File: config.mk
export PLATFORM = sky130hd
export DESIGN_NAME = io_bank
export DESIGN_NICKNAME = d
export VERILOG_FILES = /design/src/rtl/io_bank.sv
export SDC_FILE = /design/constraint.sdc
export NUM_CORES = 1
export LEC_CHECK = 0
export CAP_MARGIN = 20
export CORE_MARGIN = 3
export CORE_UTILIZATION = 45
export DETAILED_ROUTE_END_ITERATION = 8
export DONT_BUFFER_PORTS = 1
export PLACE_DENSITY = 0.7
export SLEW_MARGIN = 0
export SYNTH_ARGS = -nofsm -noshare
export SYNTH_HDL_FRONTEND = slang
export SYNTH_SLANG_ARGS = --single-unit
File: constraint.sdc
create_clock -name clk_i -period 1.9 [get_ports clk_i]
set_input_delay 0.095 -clock clk_i [delete_from_list [all_inputs] [get_ports clk_i]]
set_output_delay 0.095 -clock clk_i [all_outputs]
set_load 0.01 [all_outputs]
File: src/rtl/io_bank.sv
// Memory-mapped board I/O bank: LEDs, seven-segment digits, LCD word and debounced switches.
// Define IO_HEX_DECODE_EN to store 5-bit hex nibbles (bit 4 = blank) instead of raw segments.
module io_bank #(
    parameter int unsigned NUM_HEX      = 8,
    parameter int unsigned LEDR_W       = 32,
    parameter int unsigned LEDG_W       = 32,
    parameter int unsigned SW_W         = 32,
    parameter int unsigned DEBOUNCE_CYC = 4
) (
    input  logic                 clk_i,
    input  logic                 rst_i,
    input  logic                 req_i,
    input  logic                 we_i,
    input  logic [11:0]          addr_i,
    input  logic [3:0]           be_i,
    input  logic [31:0]          wdata_i,
    output logic [31:0]          rdata_o,
    output logic                 ack_o,
    output logic                 err_o,
    input  logic [SW_W-1:0]      io_sw_i,
    output logic [LEDR_W-1:0]    ledr_o,
    output logic [LEDG_W-1:0]    ledg_o,
    output logic [7*NUM_HEX-1:0] hex_o,
    output logic [31:0]          io_lcd_o,
    output logic                 sw_change_o
);

`ifdef IO_HEX_DECODE_EN
    localparam int unsigned HEX_W = 5;
    localparam logic [HEX_W-1:0] HEX_RST = 5'h10;
`else
    localparam int unsigned HEX_W = 7;
    localparam logic [HEX_W-1:0] HEX_RST = 7'h7F;
`endif
    localparam int unsigned CNT_W = (DEBOUNCE_CYC > 1) ? $clog2(DEBOUNCE_CYC) : 1;
    localparam logic [CNT_W-1:0] CNT_MAX = CNT_W'(DEBOUNCE_CYC - 1);

    logic [LEDR_W-1:0] ledr_q;
    logic [LEDG_W-1:0] ledg_q;
    logic [31:0]       lcd_q;
    logic [HEX_W-1:0]  hex_q [NUM_HEX];
    logic [31:0]       rdata_q;
    logic              ack_q, err_q;

    logic [SW_W-1:0]   sw_s1_q, sw_s2_q, sw_cand_q, sw_db_q;
    logic [CNT_W-1:0]  sw_cnt_q;
    logic              sw_change_q;

    logic        sel_ledr, sel_ledg, sel_lcd, sel_sw, sel_hex;
    logic [3:0]  hex_idx;
    logic [31:0] rd_val;
    logic        acc_err;
    logic        wr_en;

    function automatic logic [31:0] merge(input logic [31:0] old, input logic [31:0] wd,
                                          input logic [3:0] be);
        logic [31:0] r;
        for (int k = 0; k < 4; k++) begin
            r[8*k +: 8] = be[k] ? wd[8*k +: 8] : old[8*k +: 8];
        end
        return r;
    endfunction

`ifdef IO_HEX_DECODE_EN
    function automatic logic [6:0] seg_decode(input logic [3:0] nib);
        logic [6:0] s;
        unique case (nib)
            4'h0: s = 7'h40;
            4'h1: s = 7'h79;
            4'h2: s = 7'h24;
            4'h3: s = 7'h30;
            4'h4: s = 7'h19;
            4'h5: s = 7'h12;
            4'h6: s = 7'h02;
            4'h7: s = 7'h78;
            4'h8: s = 7'h00;
            4'h9: s = 7'h10;
            4'hA: s = 7'h08;
            4'hB: s = 7'h03;
            4'hC: s = 7'h46;
            4'hD: s = 7'h21;
            4'hE: s = 7'h06;
            default: s = 7'h0E;
        endcase
        return s;
    endfunction
`endif

    always_comb begin
        sel_ledr = (addr_i == 12'h000);
        sel_ledg = (addr_i == 12'h010);
        sel_lcd  = (addr_i == 12'h030);
        sel_sw   = (addr_i == 12'h800);
        sel_hex  = (addr_i[11:8] == 4'h1) && (addr_i[1:0] == 2'b00) &&
                   ({26'd0, addr_i[7:2]} < NUM_HEX);
        hex_idx  = addr_i[5:2];
        rd_val   = '0;
        if (sel_ledr) rd_val = 32'(ledr_q);
        if (sel_ledg) rd_val = 32'(ledg_q);
        if (sel_lcd)  rd_val = lcd_q;
        if (sel_sw)   rd_val = 32'(sw_db_q);
        for (int i = 0; i < NUM_HEX; i++) begin
            if (sel_hex && hex_idx == 4'(i)) rd_val = 32'(hex_q[i]);
        end
        // Unmapped/misaligned addresses fail every select; SW is read-only.
        acc_err = !(sel_ledr || sel_ledg || sel_lcd || sel_sw || sel_hex) || (we_i && sel_sw);
        wr_en   = req_i && we_i && !acc_err;
    end

    always_ff @(posedge clk_i) begin
        if (rst_i) begin
            ledr_q  <= '0;
            ledg_q  <= '0;
            lcd_q   <= '0;
            rdata_q <= '0;
            ack_q   <= 1'b0;
            err_q   <= 1'b0;
            for (int i = 0; i < NUM_HEX; i++) hex_q[i] <= HEX_RST;
        end else begin
            ack_q   <= req_i;
            err_q   <= req_i && acc_err;
            rdata_q <= (req_i && !we_i && !acc_err) ? rd_val : '0;
            if (wr_en) begin
                if (sel_ledr) ledr_q <= LEDR_W'(merge(32'(ledr_q), wdata_i, be_i));
                if (sel_ledg) ledg_q <= LEDG_W'(merge(32'(ledg_q), wdata_i, be_i));
                if (sel_lcd)  lcd_q  <= merge(lcd_q, wdata_i, be_i);
                for (int i = 0; i < NUM_HEX; i++) begin
                    if (sel_hex && hex_idx == 4'(i)) begin
                        hex_q[i] <= HEX_W'(merge(32'(hex_q[i]), wdata_i, be_i));
                    end
                end
            end
        end
    end

    // Candidate must match the synchronised input for DEBOUNCE_CYC consecutive checks.
    always_ff @(posedge clk_i) begin
        if (rst_i) begin
            sw_s1_q     <= '0;
            sw_s2_q     <= '0;
            sw_cand_q   <= '0;
            sw_db_q     <= '0;
            sw_cnt_q    <= '0;
            sw_change_q <= 1'b0;
        end else begin
            sw_s1_q     <= io_sw_i;
            sw_s2_q     <= sw_s1_q;
            sw_change_q <= 1'b0;
            if (sw_s2_q != sw_cand_q) begin
                sw_cand_q <= sw_s2_q;
                sw_cnt_q  <= '0;
            end else if (sw_cnt_q == CNT_MAX) begin
                sw_db_q     <= sw_cand_q;
                sw_change_q <= (sw_cand_q != sw_db_q);
            end else begin
                sw_cnt_q <= sw_cnt_q + CNT_W'(1);
            end
        end
    end

    for (genvar g = 0; g < NUM_HEX; g++) begin : g_hex
`ifdef IO_HEX_DECODE_EN
        assign hex_o[7*g +: 7] = hex_q[g][4] ? 7'h7F : seg_decode(hex_q[g][3:0]);
`else
        assign hex_o[7*g +: 7] = hex_q[g];
`endif
    end

    assign rdata_o     = rdata_q;
    assign ack_o       = ack_q;
    assign err_o       = err_q;
    assign ledr_o      = ledr_q;
    assign ledg_o      = ledg_q;
    assign io_lcd_o    = lcd_q;
    assign sw_change_o = sw_change_q;

endmodule

# Word level (Yosys, flattened, before mapping)
# Memories as Yosys holds them, arrays and structs flattened.
# Index checks and enable logic that the tools add are counted.
# totals
memories,1
out_inout_bits,187
inputBits,84
word_cells,156
ram_bits,56
reg_bits,261
# classes
mux,62
magnitude_cmp,1
n_eq_ne,14
addsub,1
reduce_logical,44
bitwise,11
# memory_table
name,depth,word_bits,read_ports,rd_clocked_by_memory_dff,wr,line_no,rtl
hex_q,8,7,8,0,8,41,logic [HEX_W-1:0] hex_q [NUM_HEX];
# ops
operator,count
$mux W7,24
$mux W32,4
$ne A32 B32 Y1,2
$reduce_and A3 Y1,12
$mux W1,34
$eq A4 B3 Y1 const B,4
$logic_and A1 B1 Y1,16
$eq A12 B12 Y1 const B,1
$eq A12 B5 Y1 const B,1
$eq A12 B6 Y1 const B,1
$logic_not A12 Y1,1
$reduce_or A10 Y1,1
$eq A4 B1 Y1 const B,2
$eq A4 B2 Y1 const B,2
$or A1 B1 Y1,8
$lt A6 B4 Y1 const B,1
$logic_or A1 B1 Y1,5
$logic_not A4 Y1,1
$reduce_or A2 Y1,2
$logic_not A1 Y1,3
$not A1 Y1,3
$reduce_or A3 Y1,1
$add A2 B1 Y2 const B,1
$eq A2 B2 Y1 const B,1
2 further kinds,2

# Longest topological paths before layout
# depth
depth_word,13
mapped_depth,9
depth_no_buf,5

# Worst setup path before layout
# No wires, ideal clock.
# synth_path
path_type,input -> register
from,input port addr_i[1]
to,"memory hex_q[1][3], in the netlist hex_q[0][10], enable pin"
t_required_ns,1.529
stages,4
path_slack_ns,-0.097
arrival_ns,1.626
n_path_buf,0
setup_ns,0.371
path_cell_list,nor4_2 nand4_1 nand2b_1 o21bai_1
# synth_rtl
item,line_no,rtl
"start, declared",14,"input logic [11:0] addr_i,"
"end, declared",41,

# Worst setup path in the final report
# layout_path
from,register sw_cand_q[24]
to,register sw_cnt_q[0]
# layout_via
elab_chain_cells,2
# layout_lines
item,line_no,rtl
"start, declared",45,"logic [SW_W-1:0] sw_s1_q, sw_s2_q, sw_cand_q, sw_db_q;"
"start signal, assigned",150,sw_cand_q <= sw_s2_q;
$ne A32 B32 Y1,149,if (sw_s2_q != sw_cand_q) begin
$reduce_or A2 Y1 (no source line),--,
"end signal, assigned",156,sw_cnt_q <= sw_cnt_q + CNT_W'(1);
"end, declared",46,logic [CNT_W-1:0] sw_cnt_q;
# Every way passes these cells.
# A chain may end at the register's enable or synchronous reset.

==> reports/metrics.yaml <==
htreeDepth: 2
synth_edf_count: 56
num-nets-final: 1524
ys.warnings.count: 0
cp-end-kind: "register"
final_common_cell: "dfxtp_1"
drive_gt1_frac: 0.186
numCtsBuffers: 36
powerDensity_nw_per_um2: 854
start_kind: "register"
synthesis.area_sq_um: 12900
slew_viol_final: 0
crit_arrival_ps: 2310
finalSetupTns_ps: 0
drt_wl_total_um: 41500
dp_hpwl_um: 26200
gp_congestion: 0.940
crit_fanout: 3
floorplan.rows: 61
max_cap_viol_count: 0
globalRouteOverflowTotal: 0
core-area_sq_um: 28100
via_per_inst: 5.75
clock-sinks: 317
clock_latency_ps: 510
postLayoutSetupSlackWorst_ps: 36.8
die_y_um: 176
routedWlPerCell_um: 22.5
synthArstFlopShare: 0
synth_flop_cell: "dfxtp_1"
setup_viol: 0
die_x_um: 176
vias: 10600
hold_path_class: "in -> reg"
min_period_ps: 1860
clockRootBuffer: "clkbuf_16"
slew_headroom: 0.560
hold_viol: 1
seq_area_frac_synth: 0.534
syn_area_per_cell_sq_um: 10.8
synthDistinctLibCells: 64
crit_type: "reg -> reg"
area_growth_pct: 34.1
post_layout_nonfiller_instances: 1842
drt-initial-drc-count: 1130
grt_pass1_vias: 10300
grt_usage: 0.256
ios: 271
portBuffers: 0
vdd_drop_max_uv: 699
final.setup_skew_ps: 15.8
dr.pass1.iters: 7
pre_cts_ws_ps: -9.73
hold-worst-slack_ps: -4.30
antenna_found_initial: 2
cp_data_required_time_ps: 2340
ant_nets: 0
grt_max_degree: 141
post-route-period-util: 0.981
tritoncts: "done"
rsz0062_at_grt: "yes"
yosys_register_bits: 317
diodes: 0
grt_pass1_wl_um: 62000
dp_cells: 1577
drc_errors: 0
leakage_nw: 7.26
final.fill_count: 2265
mostFrequentLayoutCells: "261 x dfxtp_1, 179 x dlygate4sd3_1, 114 x nor2_1"
cts_buffer_depth: 3
synth_nets: 1281
clock.fmax_ghz: 0.537
path_clk_slew_ps: 60
violations: "hold timing"
syn_inst: 1196
start_util: 0.460
tightestPinTransition_ps: 659
fp.dieArea_sq_um: 30800
status: "complete, but fails checks"
registers in the layout, indices dropped and copies added, names as in the netlist, 2 cells and up:
register / flops
hex_q: 56
io_lcd_o: 32
ledg_o: 32
ledr_o: 32
rdata_o: 32
sw_cand_q: 32
sw_cnt_q: 2
sw_db_q: 32
sw_s1_q: 32
sw_s2_q: 32
area by class of cell:
type,instances,area [sq um],share of cell area
Sequential cell,317,6910,0.398
Multi-Input combinational cell,786,5780,0.334
Timing Repair Buffer,290,2980,0.172
Clock buffer,50,1010,0.0585
Tap cell,378,473,0.0273
Clock inverter,13,151,0.00873
Inverter,8,33.8,0.00195
logic make-up after synthesis:
family / after synthesis / synth area share
AO/OA/AOI/OAI: 210 / 0.124
XOR/XNOR: 65 / 0.0440
adder cells (fa/ha/maj): 1 / 0.000968
buffers and inverters: 93 / 0.0319
flip-flops: 317 / 0.534
multiplexers: 115 / 0.0910
AND/OR/NAND/NOR: 395 / 0.174
repair_timing:
| item | in CTS | in global routing |
|---|---|---|
| gates resized for setup | 1 | 38 |
| setup endpoints to repair | 1 | 83 |
| cloned | 0 | 1 |
| endpoints found under the hold margin | 324 | 5 |
| setup buffers | 0 | 18 |
| hold buffers | 185 | 4 |
| pin swaps | 0 | 5 |
path summary, 6_finish.rpt:
check	startpoint	to	slack [ps]	depth (start not counted)
worst min-delay path	wdata_i[30]	ledr_o[30]	-4	3
worst max register to register	sw_cand_q[24]	sw_cnt_q[0]	40	7
worst max-delay path	sw_cand_q[24]	sw_cnt_q[0]	40	7
worst min register to register	sw_db_q[13]	sw_db_q[13]	510	2
power by group:
group	leakage (nW)	internal, mW	total, mW	switching (mW)
registers	2.68	6.99	7.15	0.152
logic	4.00	0.411	0.815	0.404
clock network	0.579	4.15	6.86	2.71
total	7.26	11.6	14.8	3.26
metal layers:
layer | global-route usage | part of all wire | vias up
li1 | - | - | 4762
met1 | 0.328 | 0.40 | 5183
met2 | 0.418 | 0.47 | 540
met3 | 0.0802 | 0.10 | 106
met4 | 0.0779 | 0.027 | 4
met5 | 0 | 0.00065 | -
worst max-delay path: stages, from the launching register on:
cell and delay [ps]:
dfxtp_1 330, xor2_1 170, nor4_2 340, nand4_1 150, buf_4 190, or3_1 380
buf_4 150, nor2_1 90
through the flow:
step,power (mW),utilization,cell area [sq um]
after floorplan,7.67,-,12900
after global placement,7.75,0.497,14000
after detailed placement,7.76,0.497,14000
after CTS,14.8,0.606,17000
after global routing,15.2,0.618,17300
final,14.8,0.618,17300
synth_stat cells, types with 8 or more instances:
master | instances | area [sq um]
o31ai_1 | 32 | 240
mux2_2 | 10 | 113
a21oi_1 | 44 | 220
a21oi_2 | 20 | 175
a22oi_2 | 20 | 250
o21bai_1 | 8 | 60.1
nor3_1 | 10 | 50.1
nor2b_1 | 100 | 626
nor4_1 | 10 | 62.6
edfxtp_1 | 56 | 1680
xor2_1 | 33 | 289
nand2_1 | 16 | 60.1
nor2_1 | 115 | 432
nand4_2 | 8 | 100
dfxtp_1 | 261 | 5230
o21ai_0 | 9 | 45.0
a22oi_1 | 34 | 255
nand4_1 | 47 | 294
nand2b_1 | 41 | 257
clkbuf_1 | 64 | 240
xnor2_1 | 32 | 280
inv_1 | 8 | 30.0
mux2i_1 | 104 | 1040
or2_2 | 16 | 100
buf_2 | 10 | 50.1
No activity file was read; power rests on OpenSTA's default activity.
